`src/rtl/ram_sync_clr.sv`:
```
// ram_sync_clr: parametrised single-port synchronous RAM with a registered
// read, a one-cycle valid strobe and a selectable read/write collision
// policy (READ_MODE 0 = read-first, 1 = write-first).
// Optional feature macro: RAM_CLEAR_EN. When defined, a clear sequencer
// zeroes every location after each reset and raises busy while it runs.
module ram_sync_clr #(
  parameter int DATA_W    = 8,
  parameter int ADDR_W    = 4,
  parameter int READ_MODE = 0
) (
  input  logic              clk,
  input  logic              rst,
  input  logic              we,
  input  logic              re,
  input  logic [ADDR_W-1:0] address,
  input  logic [DATA_W-1:0] data_in,
  output logic [DATA_W-1:0] data_out,
  output logic              valid,
  output logic              busy
);

  localparam int DEPTH = 1 << ADDR_W;

  // Storage: no reset so the array maps onto block RAM.
  logic [DATA_W-1:0] mem [0:DEPTH-1];

  logic              accept;     // user requests are honoured this edge
  logic              clearing;   // sequencer owns the write port this edge
  logic [ADDR_W-1:0] clr_addr;   // location being zeroed
  logic              mem_we;
  logic [ADDR_W-1:0] mem_addr;
  logic [DATA_W-1:0] mem_wdata;
  logic              wr_bypass;  // write-first collision returns data_in
  logic [DATA_W-1:0] data_out_reg;
  logic              valid_reg;

`ifdef RAM_CLEAR_EN
  // RESET is the pre-reset power-up encoding; a reset edge always lands
  // in CLEAR so the sweep restarts from address 0.
  localparam logic [1:0] ST_RESET = 2'd0;
  localparam logic [1:0] ST_CLEAR = 2'd1;
  localparam logic [1:0] ST_IDLE  = 2'd2;

  logic [1:0]        state_reg, state_next;
  logic [ADDR_W-1:0] clr_cnt_reg, clr_cnt_next;

  // Next-state logic for the clear sequencer.
  always_comb begin
    state_next   = state_reg;
    clr_cnt_next = clr_cnt_reg;
    case (state_reg)
      ST_CLEAR: begin
        clr_cnt_next = clr_cnt_reg + ADDR_W'(1);
        if (clr_cnt_reg == {ADDR_W{1'b1}}) begin
          state_next = ST_IDLE;
        end
      end
      ST_IDLE: begin
        state_next = ST_IDLE;
      end
      ST_RESET: begin
        state_next   = ST_CLEAR;
        clr_cnt_next = '0;
      end
      default: begin
        state_next   = ST_CLEAR;
        clr_cnt_next = '0;
      end
    endcase
  end

  // Sequencer state and counter registers.
  always_ff @(posedge clk) begin
    if (rst) begin
      state_reg   <= ST_CLEAR;
      clr_cnt_reg <= '0;
    end else begin
      state_reg   <= state_next;
      clr_cnt_reg <= clr_cnt_next;
    end
  end

  assign clearing = (state_reg == ST_CLEAR);
  assign accept   = (state_reg == ST_IDLE);
  assign clr_addr = clr_cnt_reg;
  assign busy     = clearing;
`else
  assign clearing = 1'b0;
  assign accept   = 1'b1;
  assign clr_addr = '0;
  assign busy     = 1'b0;
`endif

  assign wr_bypass = (READ_MODE != 0) && we;

  // Write-port arbitration: the sequencer wins, and nothing is written on
  // a reset edge.
  always_comb begin
    mem_we    = 1'b0;
    mem_addr  = address;
    mem_wdata = data_in;
    if (!rst) begin
      if (clearing) begin
        mem_we    = 1'b1;
        mem_addr  = clr_addr;
        mem_wdata = '0;
      end else if (accept && we) begin
        mem_we = 1'b1;
      end
    end
  end

  // Memory write port.
  always_ff @(posedge clk) begin
    if (mem_we) begin
      mem[mem_addr] <= mem_wdata;
    end
  end

  // Registered read with one-cycle valid; data_out holds between reads.
  always_ff @(posedge clk) begin
    if (rst) begin
      data_out_reg <= '0;
      valid_reg    <= 1'b0;
    end else if (accept && re) begin
      valid_reg <= 1'b1;
      if (wr_bypass) begin
        data_out_reg <= data_in;
      end else begin
        data_out_reg <= mem[address];
      end
    end else begin
      valid_reg <= 1'b0;
    end
  end

  assign data_out = data_out_reg;
  assign valid    = valid_reg;

endmodule

```
`config.mk`:
```
export PLATFORM = sky130hd
export DESIGN_NAME = ram_sync_clr
export DESIGN_NICKNAME = d
export VERILOG_FILES = /design/src/rtl/ram_sync_clr.sv
export SDC_FILE = /design/constraint.sdc
export NUM_CORES = 1
export LEC_CHECK = 0
export ABC_CLOCK_PERIOD_IN_PS = 6750
export CAP_MARGIN = 20
export CORE_ASPECT_RATIO = 0.7
export CORE_MARGIN = 4
export CORE_UTILIZATION = 25
export CTS_CLUSTER_SIZE = 10
export DETAILED_ROUTE_END_ITERATION = 10
export GPL_TIMING_DRIVEN = 0
export PLACE_DENSITY_LB_ADDON = 0.1
export SLEW_MARGIN = 0
export SYNTH_ARGS = -nofsm -noshare
export SYNTH_HDL_FRONTEND = slang
export SYNTH_SLANG_ARGS = --single-unit
```
`constraint.sdc`:
```
create_clock -name clk -period 6.75 [get_ports clk]
set_input_delay 2.025 -clock clk [delete_from_list [all_inputs] [get_ports clk]]
set_output_delay 2.025 -clock clk [all_outputs]
set_load 0.01 [all_outputs]
```
Word level (Yosys, flattened, before mapping)
Memory sizes are Yosys's and may differ from the RTL's. A register that Yosys moved wholly into a read port is not among the register bits.
Cells that the tools add are included.
{ "totals": {"register_bits": 1, "mem_bits_rw": 128, "inputBits": 16, "output_inout_bits": 10, "wordCells": 7, "memories": 1} }
{ "mem_list": {"columns": ["name", "depth", "width", "rd", "rd_ports_with_merged_regs", "write_ports", "line_no", "rtl"], "rows": [
  ["mem", 16, 8, 1, 1, 1, "25", "logic [DATA_W-1:0] mem [0:DEPTH-1];"]
]} }
{ "op_classes": {"muxes": 5} }
{ "ops": {"columns": ["operator", "n"], "rows": [
  ["2-to-1 mux 1 bit", 5]
]} }

Logic depth before layout (Yosys ltp)
{ "depth": {"word_depth": 4, "ltp_mapped": 6, "ltp_nobuf": 3} }

Least setup slack after synthesis
No wires, ideal clock.
{ "synth_timing": {"path_kind": "input to register", "startpoint": "input port address[0]", "endpoint": "memory mem[12][0], enable pin", "setup_time_ns": 0.370, "arrival_ns": 3.379, "t_required_ns": 6.380, "setup_slack_ns": 3.001, "path_stages": 5, "path_buffers": 3, "path_cell_list": "buf_6 buf_12 buf_6 or4b_4 nor2_1"} }
{ "synth_rtl": {"columns": ["item", "line_no", "rtl"], "rows": [
  ["start, declared", "15", "input logic [ADDR_W-1:0] address,"],
  ["end, declared", "25", null]
]} }
No word-level cell before the write port.

Worst setup path after layout
{ "layout_timing": {"startpoint": "input port address[3]", "endpoint": "memory mem[9][5], enable pin"} }
No word-level cell before the write port.

==> summary.md <==
| Metric | Value |
|---|---|
| CTS tree | `done` |
| Number of nets in the layout | `between 300 and 400` |
| Length in cells of the worst reg-to-reg path | `3` |
| Crit Path Category | `primary input to register` |
| Setup TNS | `0 ns` |
| Horizontal die dimension | `around 180 um` |
| Total vias in the final route | `around 2600` |
| Highest clock frequency the design can meet | `around 240 MHz` |
| Detail-routed via count per cell | `about 4.3` |
| Clock-pin transition on the worst setup and hold timing paths | `~0.06 ns` |
| Antenna viol nets, final | `0` |
| Post-synth cell types | `27` |
| Worst hold slack | `0.508 ns` |
| Synthesized Nets | `~280` |
| Final weighted congestion in routability-driven placement | `just over 0.7` |
| Number of input and output port buffers inserted | `22` |
| Placed instance count | `between 500 and 600` |
| Clock Tree Root | `sky130_fd_sc_hd__clkbuf_16` |
| Pin count of the biggest net entering global routing | `17` |
| Pwr dens | `slightly above 300 mW/mm2` |
| Largest driver fanout on the critical path | `10` |
| Run status | `finished clean` |
| Clock tree buffer depth | `2` |
| Htree depth | `4` |
| Setup violation total in the final timing report | `0` |
| Cell Area, Placed | `around 0.0059 mm2` |
| Ordered cell list for the critical path | `clkdlybuf4s50_1 > buf_1 > nand2b_1 > nor2_1` |
| Antenna violations before repair | `0` |
| First-pass GRT wire length | `around 18000 um` |
| Crit. End Element | `register` |
| Critical Path Slowest Stage Cell | `sky130_fd_sc_hd__nor2_1` |
| Clock tree sinks | `roughly 140` |
| Wire per inst | `20.9 um` |
| Remaining global-route overflow | `0` |
| Number of standard cells after synthesis | `around 270` |
| Overall Power | `0.00200 W` |
| Slew at the pin with the worst max-slew slack | `0.908 ns` |
| Filler cells | `2022` |
| Most common flop cell mapped by yosys | `sky130_fd_sc_hd__edfxtp_1` |
| Number of hold-repair buffers added at the cts stage | `0` |
| Instance count along the most critical hold path | `2` |
| Crit path buf inv count | `2` |
| Chip height | `approximately 130 um` |
| Number of buffers created by CTS | `17` |
| Number of global-route vias before repair | `2707` |
| Post-synthesis average cell area | `slightly above 20 um2` |
| Post-synth EDFFs | `around 130` |
| P&R area growth vs syn | `22.1%` |
| Number of DRC violations after detailed routing | `0` |
| Non-Filler Instances | `approximately 600` |
| MaxCap Viol Count | `0` |
| Area of the mapped netlist | `about 0.0053 mm2` |
| Startpoint kind of the worst setup timing path | `primary input` |
| Min Tclk post-route | `4.18 ns` |
| Critical path depth | `4` |
| Core Region | `between 0.02 and 0.025 mm2` |
| Min-delay worst type | `register to register` |
| Required time of the worst setup path | `6.78 ns` |
| Unrepaired setup endpoints after global routing | `false` |
| Share of synthesized registers carrying an async set or reset | `0%` |
| Rows | `between 40 and 50` |
| Initial DRC count | `~150` |
| Clk Latency, worst-skew pair | `0.41 ns` |
| Post-CTS Setup Bufs | `0` |
| Die Outline Area | `about 0.024 mm2` |
| Delay of the slowest cell on the worst path | `approximately 0.75 ns` |
| Number of detailed-route iterations in the first pass | `4` |
| Detailed-route wire length | `between 10000 and 15000 um` |
| Post-synth top area share | `72.0%` |
| Relative slew slack | `39.2%` |
| Post-cts sizing count | `0` |
| Cell area after layout | `between 0.006 and 0.007 mm2` |
| Clock skew after layout | `~0.014 ns` |
| Worst VDD drop | `139 uV` |
| Number of ports placed on the die boundary | `26` |
| Starting density of the core | `25.6%` |
| Dominant cells by area after synthesis | `sky130_fd_sc_hd__edfxtp_1 72%, sky130_fd_sc_hd__mux4_2 10%, sky130_fd_sc_hd__dfxtp_1 3.4%, sky130_fd_sc_hd__mux2i_1 3.0%, sky130_fd_sc_hd__a311oi_2 1.7%` |
| Warning count from the yosys run | `0` |
| Arr. time, crit path | `approximately 4.2 ns` |
| Largest register FFs | `around 130` |
| FF+latch count, synth | `approximately 140` |
| Proportion of layout cells with a drive suffix above 1 | `between 20% and 30%` |
| Proportion of synthesized chip area in sequential cells | `roughly 75%` |
| Final hold violation count | `0` |
| DP HPWL | `about 8000 um` |
| Top cell family by delay on the critical path | `buffers and inverters` |
| Cell types with the highest counts after synthesis | `128 x sky130_fd_sc_hd__edfxtp_1, 24 x sky130_fd_sc_hd__mux4_2, 20 x sky130_fd_sc_hd__nor2_1` |
| Antenna Diode Count | `0` |
| GR Util All Layers | `11.0%` |
| Most repeated cell in the gate-level netlist after synthesis | `sky130_fd_sc_hd__edfxtp_1` |
| Static Leakage | `between 2 and 2.5 nW` |
| Final max-slew violation count | `0` |
| Final critical-path share of the clock period | `61.9%` |
| Largest area contributor in the netlist | `sky130_fd_sc_hd__edfxtp_1` |
[worst reg2reg max path, delay by kind of cell, from the launching register on]
family / cells / cell delay, ns
muxes: 1 / 0.47
AOI/OAI and AO/OA: 2 / 0.66
DFF: 1 / 0.35
[cell usage in the layout, fill, tap and decap left out]
cell,n
sky130_fd_sc_hd__o221a_1,8
sky130_fd_sc_hd__nand2b_1,2
sky130_fd_sc_hd__nor2_1,20
sky130_fd_sc_hd__clkdlybuf4s50_1,22
sky130_fd_sc_hd__clkinvlp_4,3
sky130_fd_sc_hd__mux4_2,24
sky130_fd_sc_hd__or4b_4,1
sky130_fd_sc_hd__nand2_1,9
sky130_fd_sc_hd__clkinv_1,1
sky130_fd_sc_hd__or3b_1,1
sky130_fd_sc_hd__mux2i_1,16
sky130_fd_sc_hd__buf_2,5
sky130_fd_sc_hd__buf_1,6
sky130_fd_sc_hd__clkbuf_1,4
sky130_fd_sc_hd__buf_6,4
sky130_fd_sc_hd__a311oi_2,6
sky130_fd_sc_hd__clkinv_4,3
sky130_fd_sc_hd__nor3_2,3
sky130_fd_sc_hd__dfxtp_1,9
sky130_fd_sc_hd__nor2b_1,3
sky130_fd_sc_hd__clkbuf_16,17
sky130_fd_sc_hd__conb_1,1
sky130_fd_sc_hd__inv_6,3
sky130_fd_sc_hd__nor3_1,1
sky130_fd_sc_hd__or3_1,1
sky130_fd_sc_hd__buf_4,1
sky130_fd_sc_hd__and2_1,1
sky130_fd_sc_hd__a22oi_1,8
sky130_fd_sc_hd__nand4b_1,1
sky130_fd_sc_hd__edfxtp_1,128
sky130_fd_sc_hd__a311oi_1,2
sky130_fd_sc_hd__buf_12,1
sky130_fd_sc_hd__bufinv_16,3
sky130_fd_sc_hd__nand4bb_1,2
[layer usage]
| layer | vias to the layer above | share of wire (%) | track usage [%] |
|---|---|---|---|
| li1 | 1176 | - | - |
| met1 | 1346 | 49 | 16.2 |
| met2 | 45 | 45 | 16.0 |
| met3 | 7 | 4.9 | 3.15 |
| met4 | 0 | 0.65 | 3.00 |
| met5 | - | 0 | 0 |
[per-stage QoR]
| step | utilization, % | worst slack (ns) |
|---|---|---|
| floorplan | - | 3.00 |
| global placement | 28.3 | 1.85 |
| detailed placement | 28.4 | 2.13 |
| CTS | 31.3 | 2.56 |
| global route | 31.3 | 2.41 |
| finish | 31.3 | 2.57 |
[path summary, 6_finish.rpt]
path                            slack [ns]          end         from
worst max register to register        5.12  data_out[6]   mem[11][6]
worst min register to register        0.51  data_out[5]  data_out[5]
worst min-delay path                  0.51  data_out[5]  data_out[5]
worst max-delay path                  2.57    mem[9][5]   address[3]
[power by group]
part | switching [W] | internal [W]
clock | 0.000357 | 0.000585
combinational | 0.0000619 | 0.0000465
sequential | 0.00000483 | 0.000942
total | 0.000424 | 0.00157
[layout make-up]
class / instances / area (um2) / share of cell area, %
Timing Repair Buffer: 23 / 225 / 3.45
Multi-Input combinational cell: 110 / 1200 / 18.5
Sequential cell: 137 / 4020 / 61.7
Tap cell: 276 / 345 / 5.29
Clock buffer: 19 / 433 / 6.64
Buffer: 18 / 123 / 1.88
Clock inverter: 13 / 169 / 2.59
[logic make-up (layout without fill, tap and decap cells)]
logic type	Yosys count	count (layout)	synth area share (%)
mux	40	40	13.1
simple gates	45	45	4.33
flops	137	137	75.4
compound gates	24	24	4.83
buf+inv	18	73	2.30
other cells	1	1	0.0702
No activity file was read; power rests on OpenSTA's default activity.
